### config.mk
export PLATFORM = sky130hd
export DESIGN_NAME = hack_screen_scanner
export DESIGN_NICKNAME = d
export VERILOG_FILES = /design/src/rtl/hack_screen_scanner.sv
export SDC_FILE = /design/constraint.sdc
export NUM_CORES = 1
export LEC_CHECK = 0
export ABC_CLOCK_PERIOD_IN_PS = 3000
export CORE_ASPECT_RATIO = 1.1
export CORE_MARGIN = 3
export CORE_UTILIZATION = 45
export CTS_CLUSTER_SIZE = 8
export DETAILED_ROUTE_END_ITERATION = 12
export PLACE_DENSITY = 0.69
export SYNTH_ARGS = -nofsm -noshare
export SYNTH_HDL_FRONTEND = slang
export SYNTH_SLANG_ARGS = --single-unit
### constraint.sdc
create_clock -name clk -period 3 [get_ports clk]
set_input_delay 0.6 -clock clk [delete_from_list [all_inputs] [get_ports clk]]
set_output_delay 0.6 -clock clk [all_outputs]
set_load 0.02 [all_outputs]
### src/rtl/hack_screen_scanner.sv
// HACK screen raster reader: fetches screen words in address order and shifts them out as a paced
// 1-bit pixel stream. Define HACK_SCREEN_INVERT_EN to invert the pixel polarity (1 = white).
module hack_screen_scanner #(
  parameter int H_WORDS = 32,
  parameter int V_LINES = 256,
  parameter int WORD_W  = 16,
  parameter int ADDR_W  = 13
) (
  input  logic              clk,
  input  logic              rst,
  input  logic              pix_en,
  output logic              mem_rd,
  output logic [ADDR_W-1:0] mem_addr,
  input  logic [WORD_W-1:0] mem_data,
  input  logic              mem_valid,
  output logic              pixel,
  output logic              pixel_valid,
  output logic              line_start,
  output logic              frame_start,
  output logic              underrun
);

  localparam int CNT_W = $clog2(WORD_W + 1);
  localparam int COL_W = (H_WORDS > 1) ? $clog2(H_WORDS) : 1;
  localparam int ROW_W = (V_LINES > 1) ? $clog2(V_LINES) : 1;
  localparam logic [ADDR_W-1:0] LAST_ADDR = ADDR_W'(H_WORDS * V_LINES - 1);
  localparam logic [COL_W-1:0]  LAST_COL  = COL_W'(H_WORDS - 1);
  localparam logic [ROW_W-1:0]  LAST_ROW  = ROW_W'(V_LINES - 1);
  localparam logic [CNT_W-1:0]  FULL_CNT  = CNT_W'(WORD_W);

`ifdef HACK_SCREEN_INVERT_EN
  localparam logic INV = 1'b1;
`else
  localparam logic INV = 1'b0;
`endif

  typedef enum logic {S_IDLE, S_WAIT} state_t;

  state_t              state_q, state_d;
  logic [ADDR_W-1:0]   addr_q, addr_d;
  logic [WORD_W-1:0]   buf_q, buf_d, sh_q, sh_d;
  logic                buf_full_q, buf_full_d;
  logic [CNT_W-1:0]    cnt_q, cnt_d;
  logic [COL_W-1:0]    col_q, col_d;
  logic [ROW_W-1:0]    row_q, row_d;
  logic                pixel_q, pixel_d, pv_q, pv_d, ls_q, ls_d, fs_q, fs_d, ur_q, ur_d;

  logic                wr, use_buf, take, buf_left, refill;
  logic [WORD_W-1:0]   eff_w, rem_w;
  logic [CNT_W-1:0]    eff_c, rem_c;

  // Fetch FSM; rst gates mem_rd so the request is quiet while held in reset.
  always_comb begin
    state_d = state_q;
    addr_d  = addr_q;
    mem_rd  = 1'b0;
    wr      = 1'b0;
    case (state_q)
      S_IDLE: if (!buf_full_q && !rst) begin
        mem_rd  = 1'b1;
        state_d = S_WAIT;
      end
      S_WAIT: if (mem_valid) begin
        wr      = 1'b1;
        addr_d  = (addr_q == LAST_ADDR) ? '0 : addr_q + 1'b1;
        state_d = S_IDLE;
      end
      default: state_d = S_IDLE;
    endcase
  end

  // An empty shifter sees the buffer word directly, so reload and consume share one cycle.
  always_comb begin
    use_buf    = (cnt_q == '0) && buf_full_q;
    eff_w      = use_buf ? buf_q : sh_q;
    eff_c      = use_buf ? FULL_CNT : cnt_q;
    take       = pix_en && (eff_c != '0);
    rem_c      = eff_c - CNT_W'(take);
    rem_w      = take ? (eff_w >> 1) : eff_w;
    buf_left   = buf_full_q && !use_buf;
    refill     = (rem_c == '0) && buf_left;
    sh_d       = refill ? buf_q : rem_w;
    cnt_d      = refill ? FULL_CNT : rem_c;
    buf_full_d = (buf_left && !refill) || wr;
    buf_d      = wr ? mem_data : buf_q;

    pixel_d = take ? (eff_w[0] ^ INV) : pixel_q;
    pv_d    = take;
    ls_d    = take && (eff_c == FULL_CNT) && (col_q == '0);
    fs_d    = ls_d && (row_q == '0);
    ur_d    = ur_q || (pix_en && (eff_c == '0));

    col_d = col_q;
    row_d = row_q;
    if (take && (eff_c == CNT_W'(1))) begin
      if (col_q == LAST_COL) begin
        col_d = '0;
        row_d = (row_q == LAST_ROW) ? '0 : row_q + 1'b1;
      end else begin
        col_d = col_q + 1'b1;
      end
    end
  end

  always_ff @(posedge clk or posedge rst) begin
    if (rst) state_q <= S_IDLE;
    else     state_q <= state_d;
  end

  always_ff @(posedge clk or posedge rst) begin
    if (rst) begin
      addr_q     <= '0;
      buf_q      <= '0;
      buf_full_q <= 1'b0;
      sh_q       <= '0;
      cnt_q      <= '0;
      col_q      <= '0;
      row_q      <= '0;
      pixel_q    <= 1'b0;
      pv_q       <= 1'b0;
      ls_q       <= 1'b0;
      fs_q       <= 1'b0;
      ur_q       <= 1'b0;
    end else begin
      addr_q     <= addr_d;
      buf_q      <= buf_d;
      buf_full_q <= buf_full_d;
      sh_q       <= sh_d;
      cnt_q      <= cnt_d;
      col_q      <= col_d;
      row_q      <= row_d;
      pixel_q    <= pixel_d;
      pv_q       <= pv_d;
      ls_q       <= ls_d;
      fs_q       <= fs_d;
      ur_q       <= ur_d;
    end
  end

  assign mem_addr    = addr_q;
  assign pixel       = pixel_q;
  assign pixel_valid = pv_q;
  assign line_start  = ls_q;
  assign frame_start = fs_q;
  assign underrun    = ur_q;

endmodule

==> metrics.txt, run 1 <==
CTS tree=done; initial antenna violation count=0; final hold vios=0; CTS Buf Count=9; Port Buffers=38; Compound-Gate Fraction of Synth Area=0.183; Syn Inst Count=303; Setup CP Type=input pin to flip-flop; Ys Warns=0; First-pass DRT Iterations=4; I/O Pins=39; die area=8550 um2; largest net degree at the start of global routing=37; Layout Nets=388; LEAKAGE=1.78 nW; arrival time worst endpoint=around 3 ns; crit end category=flip-flop; worst endpoint required time=3.23 ns; setup violators final=0; Slew HR=0.597; gr ovfl total=0; row cnt=32; DRC viols=0; Setup TNS=0 ns; synthesized area=3370 um2; Setup Skew=about 0.0077 ns; number of synthesized flops with an enable pin=0; Most used DFF post-synth=dfrtp_1; Die Y=96.7 um; worst-margin pin slew=0.604 ns; Top Layer Used=met4; Antenna Nets Post-Route=0; CP max FO=4; max-cap viol count=0; unrepaired setup endpoints after global routing=no; vias in the first global route=2622; PostCTS Resize Cnt=0; ys async rst share=1.00; Worst VDD drop=392 uV; GPL Wtd Cong=0.813; min cycle time layout=approximately 2.8 ns; critical path startpoint category=input pin; Final HPWL DP=about 4800 um; final hold slack=0.485 ns; Detailed Route WL=6780 um; metal3 WL=roughly 170 um; Seq cells post-synth=70; Mean Syn Cell Area=11.1 um2; Ant. Diodes=0; CTS sink cnt=70; Clock Latency Late Sink=between 0.3 and 0.4 ns; power per standard cell area=between 800 and 900 nW/um2; Max Freq=approximately 350 MHz; area share of xor/xnor cells in the synthesized design=0.0416; non-filler cells, final=450; CTS Root Cell=clkbuf_8; Adder-Cell Fraction of Synth Area=0.0297; final setup margin=between 0.15 and 0.2 ns; max-slew violations=0; Fillers=604; area growth from synthesis to layout=24.7%; simple-gate share of the synthesized area=0.127; mux share of post-synthesis cell area=0.0632; first-pass GRT wire length=between 10000 and 15000 um; share of cells above drive strength 1=0.123; Syn Nets=331; Initial Utilization=0.472; vias per cell=5.61; clk buf depth=2; Die Wd=88.5 um; mean routed wirelength per cell=15.1 um; # H-tree levels=3; DRT iter0 DRCs=128; total track usage=0.175; DR vias=2524; synth unique cells=45; DP Worst Slack=-0.127 ns; largest family of logic cells by synthesized area=compound AO/OA/AOI/OAI gates; Final period util=0.942; metal2 WL=3350 um; Reg clk slew, reported paths=0.07 ns; core area=7130 um2; status=completed; Seq/Total Area, Yosys=0.520; dpl cells=432; M1 WL=3180 um; HP Class=flip-flop to flip-flop
metrics by stage:
step / cell area [um2] / total power [mW] / utilization
after floorplan: 3370 / 2.25 / -
after global placement: 3940 / 2.56 / 0.552
after detailed placement: 3940 / 2.61 / 0.552
after CTS: 4170 / 3.49 / 0.585
after global routing: 4200 / 3.70 / 0.589
final: 4200 / 3.47 / 0.589
worst max-delay path, stage by stage:
cell,delay (ns)
clkdlybuf4s50_1,0.50
o21a_1,0.15
ha_1,0.20
or4b_4,0.49
a2111oi_4,0.38
and4bb_1,0.32
a31oi_4,0.06
buf_4,0.17
o22a_1,0.19
cell families after synthesis:
logic type,Yosys count
AND/OR/NAND/NOR,83
AO/OA/AOI/OAI,81
flip-flops,70
buffers and inverters,26
multiplexers,19
XOR/XNOR,16
adder cells (fa/ha/maj),8
sequential cells by signal, indices dropped and copies added, names as in the netlist:
signal,cells
row_q,8
buf_q,16
pixel,1
pixel_valid,1
line_start,1
underrun,1
col_q,5
frame_start,1
mem_addr,13
cnt_q,5
sh_q,16
buf_full_q,1
state_q,1
power breakdown:
| part | switching (mW) | internal (mW) |
|---|---|---|
| Combinational | 0.508 | 0.614 |
| Clock | 0.355 | 0.513 |
| Sequential | 0.234 | 1.24 |
metal layers:
metal | global-route usage | up-vias
met5 | 0 | -
met2 | 0.272 | 34
met1 | 0.233 | 1251
met3 | 0.0409 | 7
met4 | 0.0709 | 0
li1 | - | 1232
cells in the mapped netlist, types with 5 or more instances:
cell type / instances / area (um2)
dfrtp_1: 70 / 1750
nand2_1: 26 / 97.6
nor2_1: 17 / 63.8
mux2_1: 16 / 180
o22ai_1: 16 / 100
a2bb2oi_1: 15 / 131
o22a_1: 15 / 131
inv_1: 13 / 48.8
o21ai_1: 13 / 65.1
xnor2_1: 12 / 105
nand3_1: 10 / 50.1
clkbuf_1: 8 / 30.0
ha_1: 8 / 100
nand4_1: 6 / 37.5
a21oi_1: 5 / 25.0
and3_1: 5 / 31.3
cell type report:
type                    count  area [um2]  share of cell area
repair buffers             59         563               0.134
clock buffers              11         151              0.0361
clock inverters             5        81.3              0.0194
flip-flops and latches     70        1750               0.417
multi-input cells         207        1500               0.356
well taps                  85         106              0.0253
inverters                  13        48.8              0.0116
placed cells by master (no fill, tap or decap), types with 2 or more instances in the layout:
cell type and count:
nor3_1 2, xnor2_1 12, xor2_1 4, mux2_1 16
and4_1 2, buf_4 19, dfrtp_1 70, nand2_1 26
a31oi_1 3, nor4b_1 2, mux2_2 2, a2bb2oi_1 15
o22a_1 15, inv_1 12, o31ai_1 4, a21oi_1 5
nand4_1 6, nor2_1 17, ha_1 8, a21o_1 2
nor2b_1 2, and2_1 2, buf_12 2, o22ai_1 16
nand2b_1 3, nand3_1 10, clkbuf_8 11, and3_1 5
clkdlybuf4s50_1 38, bufinv_16 2, o21ai_1 13
repair_timing:
item | 4_1_cts | 5_1_grt
setup buffers | 0 | 2
endpoints found under the setup margin | 0 | 15
hold buffers | 0 | 0
path summary, 6_finish.rpt:
check | from | end | slack, ns | cells after the start
worst max-delay path | pix_en | sh_q[13]$_DFF_PP0_ | 0.17 | 9
worst min-delay path | underrun$_DFF_PP0_ | underrun$_DFF_PP0_ | 0.49 | 2
worst max register to register | cnt_q[1]$_DFF_PP0_ | sh_q[13]$_DFF_PP0_ | 0.20 | 11
worst min register to register | underrun$_DFF_PP0_ | underrun$_DFF_PP0_ | 0.49 | 2
max in group asynchronous | rst | cnt_q[2]$_DFF_PP0_ | 1.81 | 3
min in group asynchronous | rst | sh_q[2]$_DFF_PP0_ | 0.61 | 2
Note: power is estimated with default switching activity, not from simulation.
==> run 2: changes to the inputs <==
- CORE_MARGIN: 3 -> not set
==> run 2 against run 1 <==
  * The run now ends with design-rule violations left
  * Die area fell by 8.5%
  * Via count is 0.16% higher
  * Register-to-register slack got worse by 0.08 ns
  * Critical endpoint is now sh_q[2]$_DFF_PP0_
  * Clock skew rose by 0.0039 ns
  * Clock power fell by 16%
  * Total power fell by 4.5%
  * Worst setup slack lost 0.057 ns
  * Combinational power down 4%
  * Critical path depth up 3
  * Final cell count decreased by 0.22%
  * Critical path type is now flip-flop to flip-flop
==> metrics.txt, run 2 (synthesis gave the netlist of run 1 again) <==
status=finished, violations left; failing checks=design-rule violations; DRT iter0 DRCs=80 (-38%); CTS Buf Count=9 (unchanged); Ant. Diodes=0 (unchanged); Max Freq=347 MHz (-2.0%); CTS sink cnt=70 (unchanged); slowest cell on the critical path=dfrtp_1; Detailed Route WL=6690 um (-1.4%); gr ovfl total=0 (unchanged); Setup CP Type=flip-flop to flip-flop; Crit path max-delay family=simple AND/OR/NAND/NOR gates; min cycle time layout=2.88 ns (+0.0574 ns); DP Worst Slack=-0.178 ns (-0.0514 ns); Layout Nets=387 (-0.26%); largest net degree at the start of global routing=35 (-5.4%); # H-tree levels=3 (unchanged); max-cap viol count=0 (unchanged); Fillers=616 (+2.0%); R2R Path Start=cnt_q[1]$_DFF_PP0_; final hold vios=0 (unchanged); Final period util=0.961 (+0.0191); commonest non-fill, non-tap cell in the layout=dfrtp_1; vias in the first global route=2523 (-3.8%); Setup Skew=0.0117 ns (+0.00395 ns); Clock Latency Late Sink=0.35 ns (about the same); most frequent cells in the layout=dfrtp_1, clkdlybuf4s50_1, nand2_1; Final HPWL DP=4620 um (-3.5%); design area=4130 um2 (-1.7%); hold_sp=underrun$_DFF_PP0_; Worst VDD drop=517 uV (+32%); Slew HR=0.526 (-0.0707); critical path startpoint category=flip-flop; total power=3.31 mW (-4.5%); Port Buffers=38 (unchanged); DRC viols=1 (+1); unrepaired setup endpoints after global routing=no; WP buf/inv=2 (unchanged); arrival time worst endpoint=3.11 ns (+0.05 ns); max-slew violations=0 (unchanged); placed cell area=3930 um2 (-0.32%); HP Class=flip-flop to flip-flop; power per standard cell area=802 nW/um2 (-2.9%); area growth from synthesis to layout=22.6%; share of cells above drive strength 1=0.115 (-0.00790); worst-path cell chain=nor4_2, nand2_1, o21a_1, ha_1, buf_4, ha_1, xor2_1, a2111oi_4, and4bb_2, a31oi_4, buf_12, o22a_1; Die Y=92.7 um (-4.1%); non-filler cells, final=449 (-0.22%); worst-margin pin slew=0.710 ns (+0.106 ns); dpl cells=432 (unchanged); total track usage=0.186 (+0.0114); CP max FO=15 (+11); DR vias=2528 (+0.16%); CTS Root Cell=clkbuf_8; die area=7830 um2 (-8.5%); Initial Utilization=0.472 (unchanged); Die Wd=84.5 um (-4.5%); row cnt=32 (unchanged); vias per cell=5.63 (+0.38%); worst endpoint required time=3.22 ns (about the same); initial antenna violation count=0 (unchanged); Antenna Nets Post-Route=0 (unchanged); slowest stage delay, CP=0.40 ns (-0.10 ns); first-pass GRT wire length=11500 um (-3.9%); GPL Wtd Cong=0.784 (-3.6%); clk buf depth=2 (unchanged); mean routed wirelength per cell=14.9 um (-1.2%); core area=7130 um2 (unchanged); First-pass DRT Iterations=10 (+6); crit end category=flip-flop; setup violators final=0 (unchanged); CTS tree=done; hold_buf cts=0 (unchanged); final setup margin=0.116 ns (-0.0574 ns); LEAKAGE=1.74 nW (-2.1%); Crit path top cell by count=ha_1; Reg clk slew, reported paths=0.07 ns (about the same); critical path startpoint=cnt_q[1]$_DFF_PP0_; I/O Pins=39 (unchanged)
run 2: worst paths after layout:
check	endpoint	slack, ns	depth (start not counted)
min	underrun$_DFF_PP0_	0.49	2
min in group asynchronous	state_q$_DFF_PP0_	0.72	2
max in group asynchronous	sh_q[14]$_DFF_PP0_	1.56	3
max reg2reg	sh_q[2]$_DFF_PP0_	0.12	12
min reg2reg	underrun$_DFF_PP0_	0.49	2
max	sh_q[2]$_DFF_PP0_	0.12	12
run 2: final cells by class:
| cell class | instances | area [um2] | share of cell area |
|---|---|---|---|
| sequential | 70 | 1750 | 0.424 |
| multi-input combinational | 207 | 1500 | 0.362 |
| timing repair buffer | 58 | 543 | 0.132 |
| clock buffer | 12 | 135 | 0.0327 |
| tap | 85 | 106 | 0.0258 |
| inverter | 13 | 48.8 | 0.0118 |
| clock inverter | 4 | 47.5 | 0.0115 |
run 2: worst register-to-register path, delay by kind of cell (launching register included):
family	cells	cell delay (ns)
DFF	1	0.40
and+or+nand+nor	3	0.77
xor gates and xnor gates	1	0.18
buffers and inverters	2	0.31
AOI/OAI and AO/OA	4	0.68
adders and majority gates	2	0.42
run 2: what timing repair did:
item	in CTS	in global routing
gates resized for setup	0	1
endpoints found under the setup margin	0	15
buffers inserted	0	1
run 2: where the power goes:
part	leakage (nW)	switching [mW]	internal, mW
clock network	0.0904	0.349	0.382
logic	0.804	0.474	0.594
registers	0.845	0.268	1.24
run 2: through the flow:
stage	hold WS, ns	TNS [ns]	util
2_1_floorplan	0.456	0	-
3_3_place_gp	0.479	-0.779	0.551
3_5_place_dp	0.479	-2.55	0.551
4_1_cts	0.495	0	0.576
5_1_grt	0.526	0	0.579
6_report	0.487	0	0.579
run 2: per-layer routing:
layer | vias up | GRT usage | wire length (um)
li1 | 1234 | - | -
met5 | - | 0 | 0
met1 | 1252 | 0.242 | 3240
met3 | 12 | 0.0383 | 158
met2 | 30 | 0.299 | 3160
met4 | 0 | 0.0890 | 129
